===== src/rtl/mem_arbiter_pkg.sv =====
// mem_arbiter_pkg: shared types and constants for the memory arbiter.
//   size_e  - load/store access size encoding (2'b11 is handled as a word)
//   state_e - one-hot arbiter states
//   owner_e - which requester owns the current memory access
package mem_arbiter_pkg;

  typedef enum logic [1:0] {
    SIZE_BYTE = 2'b00,
    SIZE_HALF = 2'b01,
    SIZE_WORD = 2'b10
  } size_e;

  typedef enum logic [4:0] {
    ST_IDLE      = 5'b00001,
    ST_READ      = 5'b00010,
    ST_WRITE     = 5'b00100,
    ST_RMW_READ  = 5'b01000,
    ST_RMW_WRITE = 5'b10000
  } state_e;

  typedef enum logic {
    OWNER_INSTR = 1'b0,
    OWNER_DATA  = 1'b1
  } owner_e;

  // Clears the byte-lane bits of a byte address.
  localparam logic [31:0] WORD_ALIGN_MASK = 32'hFFFF_FFFC;

  // Byte and halfword stores need a read-modify-write; everything else is a word.
  function automatic logic is_subword(input logic [1:0] size);
    return (size == SIZE_BYTE) || (size == SIZE_HALF);
  endfunction

endpackage


===== src/rtl/mem_arbiter_store_merge.sv =====
// store_merge: combinational merge of store data into an existing memory word.
//   old_word - word currently in memory
//   wdata    - right-aligned store data
//   size     - access size (byte / half / word; 2'b11 behaves as word)
//   lane     - byte address bits [1:0]; lane[0] is ignored for halfwords
//   new_word - word to write back
module store_merge
  import mem_arbiter_pkg::*;
(
  input  logic [31:0] old_word,
  input  logic [31:0] wdata,
  input  logic [1:0]  size,
  input  logic [1:0]  lane,
  output logic [31:0] new_word
);

  always_comb begin
    new_word = old_word;
    case (size)
      SIZE_BYTE: new_word[{lane, 3'b000} +: 8]     = wdata[7:0];
      SIZE_HALF: new_word[{lane[1], 4'b0000} +: 16] = wdata[15:0];
      default:   new_word = wdata;
    endcase
  end

endmodule


===== src/rtl/mem_arbiter.sv =====
// mem_arbiter: shares the single-port main memory between instruction fetch
// and the load/store unit, and turns byte/half stores into read-modify-write.
//   clk_i, rst_ni             - clock, asynchronous active-low reset
//   instr_req/addr/gnt/rvalid/rdata - fetch port (read only)
//   data_req/we/size/addr/wdata/gnt/rvalid/rdata - load/store port
//   mem_address/write_enable/write_value, mem_read_value_i - memory side;
//     the memory read is combinational, all memory controls are registered.
module mem_arbiter
  import mem_arbiter_pkg::*;
#(
  parameter int unsigned ADDRESS_WIDTH = 32,
  parameter int unsigned DATA_WIDTH    = 32
) (
  input  logic                     clk_i,
  input  logic                     rst_ni,
  input  logic                     instr_req_i,
  input  logic [ADDRESS_WIDTH-1:0] instr_addr_i,
  output logic                     instr_gnt_o,
  output logic                     instr_rvalid_o,
  output logic [DATA_WIDTH-1:0]    instr_rdata_o,
  input  logic                     data_req_i,
  input  logic                     data_we_i,
  input  logic [1:0]               data_size_i,
  input  logic [ADDRESS_WIDTH-1:0] data_addr_i,
  input  logic [DATA_WIDTH-1:0]    data_wdata_i,
  output logic                     data_gnt_o,
  output logic                     data_rvalid_o,
  output logic [DATA_WIDTH-1:0]    data_rdata_o,
  output logic [ADDRESS_WIDTH-1:0] mem_address_o,
  output logic                     mem_write_enable_o,
  output logic [DATA_WIDTH-1:0]    mem_write_value_o,
  input  logic [DATA_WIDTH-1:0]    mem_read_value_i
);

  state_e                   state_q, state_d;
  owner_e                   owner_q, last_owner_q, winner;
  logic                     grant;
  logic [ADDRESS_WIDTH-1:0] win_addr, win_addr_aligned;
  logic [ADDRESS_WIDTH-1:0] addr_q;
  logic [1:0]               lane_q;
  logic [1:0]               size_q;
  logic [DATA_WIDTH-1:0]    wval_q;
  logic [DATA_WIDTH-1:0]    merged;
  logic                     we_q;
  logic                     instr_rvalid_q, data_rvalid_q;
  logic [DATA_WIDTH-1:0]    instr_rdata_q, data_rdata_q;

  // wval_q holds the raw store data until RMW_READ, then the merged word.
  store_merge u_store_merge (
    .old_word (mem_read_value_i),
    .wdata    (wval_q),
    .size     (size_q),
    .lane     (lane_q),
    .new_word (merged)
  );

  always_comb begin
    state_d = state_q;
    grant   = 1'b0;
    winner  = last_owner_q;

    case (state_q)
      ST_IDLE: begin
        if (instr_req_i || data_req_i) begin
          grant = 1'b1;
          if (instr_req_i && data_req_i) begin
            winner = (last_owner_q == OWNER_INSTR) ? OWNER_DATA : OWNER_INSTR;
          end else begin
            winner = data_req_i ? OWNER_DATA : OWNER_INSTR;
          end
          if (winner == OWNER_INSTR || !data_we_i) begin
            state_d = ST_READ;
          end else if (is_subword(data_size_i)) begin
            state_d = ST_RMW_READ;
          end else begin
            state_d = ST_WRITE;
          end
        end
      end
      ST_RMW_READ: state_d = ST_RMW_WRITE;
      default:     state_d = ST_IDLE;
    endcase
  end

  always_comb begin
    win_addr         = (winner == OWNER_DATA) ? data_addr_i : instr_addr_i;
    win_addr_aligned = win_addr;
    win_addr_aligned[1:0] = win_addr[1:0] & WORD_ALIGN_MASK[1:0];
  end

  // Grants are combinational from the requests; gated by reset so every
  // output is 0 while rst_ni is low even if a requester is still asserting.
  assign instr_gnt_o = rst_ni & grant & (winner == OWNER_INSTR);
  assign data_gnt_o  = rst_ni & grant & (winner == OWNER_DATA);

  always_ff @(posedge clk_i or negedge rst_ni) begin
    if (!rst_ni) begin
      state_q        <= ST_IDLE;
      owner_q        <= OWNER_INSTR;
      last_owner_q   <= OWNER_INSTR;
      addr_q         <= '0;
      lane_q         <= '0;
      size_q         <= '0;
      wval_q         <= '0;
      we_q           <= 1'b0;
      instr_rvalid_q <= 1'b0;
      data_rvalid_q  <= 1'b0;
      instr_rdata_q  <= '0;
      data_rdata_q   <= '0;
    end else begin
      state_q <= state_d;
      // Write enable gets its own flop so the memory never sees a decode glitch.
      we_q    <= (state_d == ST_WRITE) || (state_d == ST_RMW_WRITE);

      instr_rvalid_q <= (state_q == ST_READ) && (owner_q == OWNER_INSTR);
      data_rvalid_q  <= (state_q == ST_READ) && (owner_q == OWNER_DATA);
      if (state_q == ST_READ) begin
        if (owner_q == OWNER_INSTR) begin
          instr_rdata_q <= mem_read_value_i;
        end else begin
          data_rdata_q <= mem_read_value_i;
        end
      end

      if (grant) begin
        owner_q      <= winner;
        last_owner_q <= winner;
        addr_q       <= win_addr_aligned;
        lane_q       <= win_addr[1:0];
        size_q       <= data_size_i;
        if (winner == OWNER_DATA && data_we_i) begin
          wval_q <= data_wdata_i;
        end
      end

      // Merge is done before the register so the write value is a flop output.
      if (state_q == ST_RMW_READ) begin
        wval_q <= merged;
      end
    end
  end

  assign instr_rvalid_o     = instr_rvalid_q;
  assign instr_rdata_o      = instr_rdata_q;
  assign data_rvalid_o      = data_rvalid_q;
  assign data_rdata_o       = data_rdata_q;
  assign mem_address_o      = addr_q;
  assign mem_write_enable_o = we_q;
  assign mem_write_value_o  = wval_q;

endmodule


===== config.mk =====
export PLATFORM = sky130hd
export DESIGN_NAME = mem_arbiter
export DESIGN_NICKNAME = d
export VERILOG_FILES = /design/src/rtl/mem_arbiter_pkg.sv /design/src/rtl/mem_arbiter_store_merge.sv /design/src/rtl/mem_arbiter.sv
export SDC_FILE = /design/constraint.sdc
export NUM_CORES = 1
export LEC_CHECK = 0
export ABC_AREA = 0
export CAP_MARGIN = 25
export CORE_ASPECT_RATIO = 2
export CORE_UTILIZATION = 37
export CTS_CLUSTER_DIAMETER = 30
export DETAILED_ROUTE_END_ITERATION = 7
export PLACE_DENSITY = 0.69
export SYNTH_ARGS = -nofsm -noshare
export SYNTH_HDL_FRONTEND = slang
export SYNTH_SLANG_ARGS = --single-unit

===== constraint.sdc =====
create_clock -name clk_i -period 4.36 [get_ports clk_i]
set_input_delay 0.436 -clock clk_i [delete_from_list [all_inputs] [get_ports clk_i]]
set_output_delay 0.436 -clock clk_i [all_outputs]
set_load 0.02 [all_outputs]

**Yosys cells after proc, flatten, opt, wreduce, memory -nomap -nowiden**

Cells that the tools add are included.
Widths: inputs -> output; s select.

- $add $sub $neg: 2
- $mul: 0
- Div/mod/pow operators: 0
- Order comparisons: 0
- Eq/ne operators: 8
- Shift-type cells: 4
- Multiplexer cells: 20
- Bitwise logic cells: 6
- Reduce and logical (&&, ||, !) cells: 16

Operator list:

| kind | count |
|---|---|
| $mux 32 | 4 |
| $bwmux 32 | 2 |
| $pmux 32 s2 | 1 |
| $shift 16x7->32 const A | 1 |
| $shift 8x7->32 const A | 1 |
| $shiftx 16x7->32 | 1 |
| $shiftx 8x7->32 | 1 |
| $neg 5->7 | 2 |
| $pmux 5 s2 | 1 |
| $mux 1 | 9 |
| $mux 4 | 2 |
| $eq 5x1->1 const B | 1 |
| $eq 5x2->1 const B | 1 |
| $eq 5x3->1 const B | 1 |
| $eq 5x4->1 const B | 1 |
| $eq 5x5->1 const B | 1 |
| $mux 5 | 1 |
| $eq 2x1->1 const B | 2 |
| $logic_and 1x1->1 | 4 |
| $logic_not 2->1 | 2 |
| $logic_or 1x1->1 | 4 |
| $reduce_and 2->1 | 2 |
| $reduce_bool 2->1 | 2 |
| $and 1x1->1 | 3 |
| 4 further kinds | 6 |

- Flip-flop bits (word level): 139
- Bits in latches: 0
- Memory bits (writable): 0
- ROM bits: 0
- Input bits: 135
- Output and inout port bits: 133
- Logic and storage cells: 67
- Memories kept: 0

**Logic depth before layout (Yosys ltp)**

- Depth after elaboration: 11
- Mapped depth: 9
- Depth with buffers taken out: 6

**Cells and area by module**

Synthesis repeated with hierarchy kept, for this count alone.

- Cells, all modules: 602
- Area, all modules: 7208.2 sq um

Modules (own cells, without submodules):

| module | times used | cells each | area an instance (sq um) |
|---|---|---|---|
| mem_arbiter | 1 | 464 | 6147.1 |
| store_merge | 1 | 138 | 1061.0 |

**Worst setup path after synthesis**

No wires, ideal clock.

- Path type: register to output
- Start: register state_q[0]
- End: output instr_gnt_o
- Arrival time: 1987 ps
- Required time: 3924 ps
- Path slack: 1937 ps
- Cell stages (with the launch flop): 6
- Path through: dfstp_2 > or4b_4 > nor3_2 > clkbuf_1 > nand2_1 > nor2_1

- Word-level cells in the longest chain between the ends: 4

Ends and longest elaborated chain:

| what | line | source |
|---|---|---|
| start: declaration | mem_arbiter.sv:35 | `state_e state_q, state_d;` |
| start signal: assignment | mem_arbiter.sv:111 | `state_q <= state_d;` |
| $eq 5x1->1 * | mem_arbiter.sv:62 | `case (state_q)` |
| $mux 1 | mem_arbiter.sv:62 |  |
| $and 1x1->1 or $not 1->1 (tied branches) | mem_arbiter.sv:93 | `assign instr_gnt_o = rst_ni & grant & (winner == OWNER_INSTR);` |
| $and 1x1->1 * | mem_arbiter.sv:93 |  |
| end: declaration | mem_arbiter.sv:18 | `output logic instr_gnt_o,` |

Every way passes the cells marked *; elsewhere a longest branch is shown, timed or not.

**Worst setup path after layout**

Ends and elaborated chain as after synthesis.

==> insert_results.sql <==
INSERT INTO impl_metrics (metric_group, metric, value, unit) VALUES
('synth', 'synth_cells', '614', ''),
('detailed_routing', 'dr_wl_met3', '1.17', 'mm'),
('detailed_routing', 'top_signal_layer_used', 'met4', ''),
('detailed_routing', 'drc_errors', '0', ''),
('setup_path', 'timing.critical_path.fanout_max', '5', ''),
('setup_path', 'ff2ff_path_depth', '7', ''),
('power', 'ir_drop', '0.361', 'mV'),
('finish', 'design.final.nets', '993', ''),
('synth', 'synth_area_in_simple_gates', '0.0855', ''),
('finish', 'insertedDiodeCount', '0', ''),
('sta', 'totalNegativeSetupSlack', '0', 'ns'),
('power', 'seqPwrFrac', '0.303', ''),
('power', 'share_comb_of_total_power', '0.518', ''),
('grt', 'antenna_found_initial', '0', ''),
('detailed_routing', 'drt_first_pass_iters', '4', ''),
('setup_path', 'worst_ep_arrival_time', '2.61', 'ns'),
('clocking', 'clock_tree_root_buffer_cell', 'sky130_fd_sc_hd__clkbuf_16', ''),
('worst_hold_path', 'type_of_the_worst_min_delay_path', 'primary input to async pin', ''),
('detailed_routing', 'routed_wire_length_per_instance', '21.3', 'um'),
('setup_path', 'timing.reg2reg.setup_slack', '1.44', 'ns'),
('synth', 'yosys-top-cells-count', 'sky130_fd_sc_hd__dfrtp_1, sky130_fd_sc_hd__mux2_2, sky130_fd_sc_hd__a21boi_0, sky130_fd_sc_hd__clkbuf_1, sky130_fd_sc_hd__o22a_1', ''),
('floorplan', 'floorplan.die.width', '99.3', 'um'),
('synth', 'post_synth_instance_area', '7010', 'um^2'),
('grt', 'via_count_of_the_first_global_routing_pass', '6571', ''),
('clocking', 'clk_pin_slew', '0.06', 'ns'),
('floorplan', 'num_rows', '70', ''),
('clocking', 'cts_setup_buffers', '0', ''),
('sta', 'clock.fmax', '329', 'MHz'),
('floorplan', 'floorplan.initialDensity', '0.381', ''),
('floorplan', 'io-pin-count', '268', ''),
('synth', 'ys_top_cells_by_area', 'sky130_fd_sc_hd__dfrtp_1, sky130_fd_sc_hd__mux2_2, sky130_fd_sc_hd__a21boi_0, sky130_fd_sc_hd__o22a_1, sky130_fd_sc_hd__a31o_1', ''),
('synth', 'seq_area_frac_synth', '0.496', ''),
('synth', 'proportion_of_netlist_area_held_by_the_largest_area_contributor', '0.493', ''),
('clocking', 'cts_htree_levels', '4', ''),
('grt', 'grt.total_usage', '0.246', ''),
('finish', 'layout-area-overhead-vs-synth', '48.2', '%'),
('status', 'run_status', 'complete, but fails checks', ''),
('clocking', 'tritoncts', 'done', ''),
('power', 'cell_internal_pwr', '4.86', 'mW'),
('setup_path', 'worstReg2RegStart', 'lane_q[1]', ''),
('power', 'power_switching_share', '0.400', ''),
('detailed_routing', 'vias_post_dr', '6093', ''),
('sta', 'fin_worst_hold_slack', '-0.00117', 'ns'),
('sta', 'timing.slew.headroom', '0.299', ''),
('clocking', 'cts-buffers-inserted', '17', ''),
('setup_path', 'critPathRequiredTime', '3.92', 'ns'),
('sta', 'actual_slew_at_the_worst_max_slew_pin', '1.05', 'ns'),
('power', 'cellPowerDensity', '781', 'nW/um^2'),
('detailed_routing', 'drt_iter0_drc', '277', ''),
('finish', 'post_route_cells_drive_above_1_share', '0.156', ''),
('synth', 'yosys.area_share.adder', '0.00893', ''),
('synth', 'synth_register_bits', '139', ''),
('sta', 'layout_worst_path_cycle_share', '0.698', ''),
('power', 'p_switching', '3.25', 'mW'),
('clocking', 'hold_buffers', '0', ''),
('sta', 'finalHoldViolCount', '1', ''),
('status', 'violated_checks', 'hold timing', ''),
('power', 'p_leak', '4.18', 'nW'),
('detailed_routing', 'dr_wl_met2', '12.8', 'mm'),
('synth', 'synthArstFlopShare', '1.00', ''),
('synth', 'post_synth_edffs', '0', ''),
('synth', 'synth_flop_cell', 'sky130_fd_sc_hd__dfrtp_1', ''),
('grt', 'grt_max_degree', '74', ''),
('synth', 'synth-compound-area-share', '0.218', ''),
('clocking', 'numClockSinks', '139', ''),
('synth', 'netlist.top_cell.by_area', 'sky130_fd_sc_hd__dfrtp_1', ''),
('sta', 'report.final.slew_viol_count', '0', ''),
('synth', 'synthesis.area_per_instance', '11.4', 'um^2'),
('clocking', 'clk_path_buf_depth', '2', ''),
('clocking', 'post_cts_resized', '0', ''),
('setup_path', 'worst-setup-path-type', 'register to primary output', '');
worst max-delay path by stage:
stage | from | to | slack [ns]
after detailed placement | lane_q[1] | mem_write_value_o[20] | 1.50
after global routing | state_q[0] | instr_gnt_o | 1.11
final | state_q[0] | instr_gnt_o | 1.32
after CTS | state_q[0] | instr_gnt_o | 1.28
after global placement | data_req_i | mem_write_value_o[21] | 1.63
after floorplan | state_q[0] | instr_gnt_o | 1.94
cell families after synthesis:
family	count (synthesis)
AO/OA/AOI/OAI	202
other	1
buffers and inverters	80
flip-flops	139
adder cells (fa/ha/maj)	5
multiplexers	88
AND/OR/NAND/NOR	99
final cells by class:
cell class	instances	area, um^2
Clock buffer	19	443
Inverter	20	75.1
Clock inverter	13	145
Fill cell	1594	8010
Tap cell	216	270
Timing Repair Buffer	279	2780
Sequential cell	139	3480
Multi-Input combinational cell	396	3200
worst max-delay path: stages, from the launching register on:
cell,delay [ns]
sky130_fd_sc_hd__dfstp_2,0.55
sky130_fd_sc_hd__nor4b_1,0.47
sky130_fd_sc_hd__nand4b_1,0.21
sky130_fd_sc_hd__and2_1,0.20
sky130_fd_sc_hd__nor2_1,0.11
sky130_fd_sc_hd__clkdlybuf4s50_1,0.64
routing by layer:
metal	GRT usage	up-vias
li1	-	2786
met5	0	-
met1	0.255	3001
met2	0.457	252
met4	0.127	0
met3	0.0504	54
power groups by stage:
| stage | logic [mW] | clock network (mW) | registers (mW) |
|---|---|---|---|
| 5_1_grt | 4.46 | 1.55 | 2.53 |
| 4_1_cts | 4.23 | 1.48 | 2.45 |
| 3_3_place_gp | 4.14 | 0 | 2.43 |
| 2_1_floorplan | 1.73 | 0 | 3.03 |
| 3_5_place_dp | 4.21 | 0 | 2.47 |
| 6_report | 4.20 | 1.46 | 2.45 |
per-stage QoR:
step / area, um^2 / cells / power [mW] / setup WS (ns) / hold slack [ns]
after global routing: 10400 / 1082 / 8.54 / 1.11 / 0.0428
final: 10400 / 1082 / 8.11 / 1.32 / -0.00117
after CTS: 10400 / 1081 / 8.16 / 1.28 / 0.0276
after global placement: 9770 / 1049 / 6.56 / 1.63 / 0.462
after floorplan: 7010 / 615 / 4.76 / 1.94 / 0.140
after detailed placement: 9770 / 1049 / 6.68 / 1.50 / 0.472
placed cells by master (no fill, tap or decap), types with 6 or more instances in the layout:
cell type | netlist | routed
sky130_fd_sc_hd__clkdlybuf4s50_1 | 0 | 264
sky130_fd_sc_hd__dfrtp_1 | 138 | 138
sky130_fd_sc_hd__mux2_2 | 74 | 74
sky130_fd_sc_hd__a21boi_0 | 41 | 41
sky130_fd_sc_hd__o22a_1 | 31 | 31
sky130_fd_sc_hd__a31o_1 | 26 | 26
sky130_fd_sc_hd__a31oi_1 | 19 | 19
sky130_fd_sc_hd__nand2_1 | 18 | 18
sky130_fd_sc_hd__inv_1 | 18 | 18
sky130_fd_sc_hd__o21ai_0 | 17 | 17
sky130_fd_sc_hd__clkbuf_16 | 0 | 17
sky130_fd_sc_hd__nand3_1 | 16 | 16
sky130_fd_sc_hd__mux2i_1 | 13 | 13
sky130_fd_sc_hd__buf_4 | 5 | 13
sky130_fd_sc_hd__a211oi_1 | 12 | 12
sky130_fd_sc_hd__nor3_1 | 11 | 11
sky130_fd_sc_hd__and2_1 | 9 | 9
sky130_fd_sc_hd__nor2_1 | 8 | 8
sky130_fd_sc_hd__o211ai_1 | 8 | 8
sky130_fd_sc_hd__and4b_1 | 8 | 8
sky130_fd_sc_hd__a21oi_1 | 8 | 8
sky130_fd_sc_hd__a221oi_1 | 7 | 7
sky130_fd_sc_hd__o31ai_1 | 7 | 7
sky130_fd_sc_hd__a31o_2 | 6 | 6
sky130_fd_sc_hd__nor3b_1 | 6 | 6
registers in the layout (all words and copies together) (netlist names), 2 cells and up:
name / cells
mem_write_value_o: 32
instr_rdata_o: 32
lane_q: 2
mem_address_o: 30
state_q: 5
data_rdata_o: 32
size_q: 2
(Power assumes the default switching activity.)
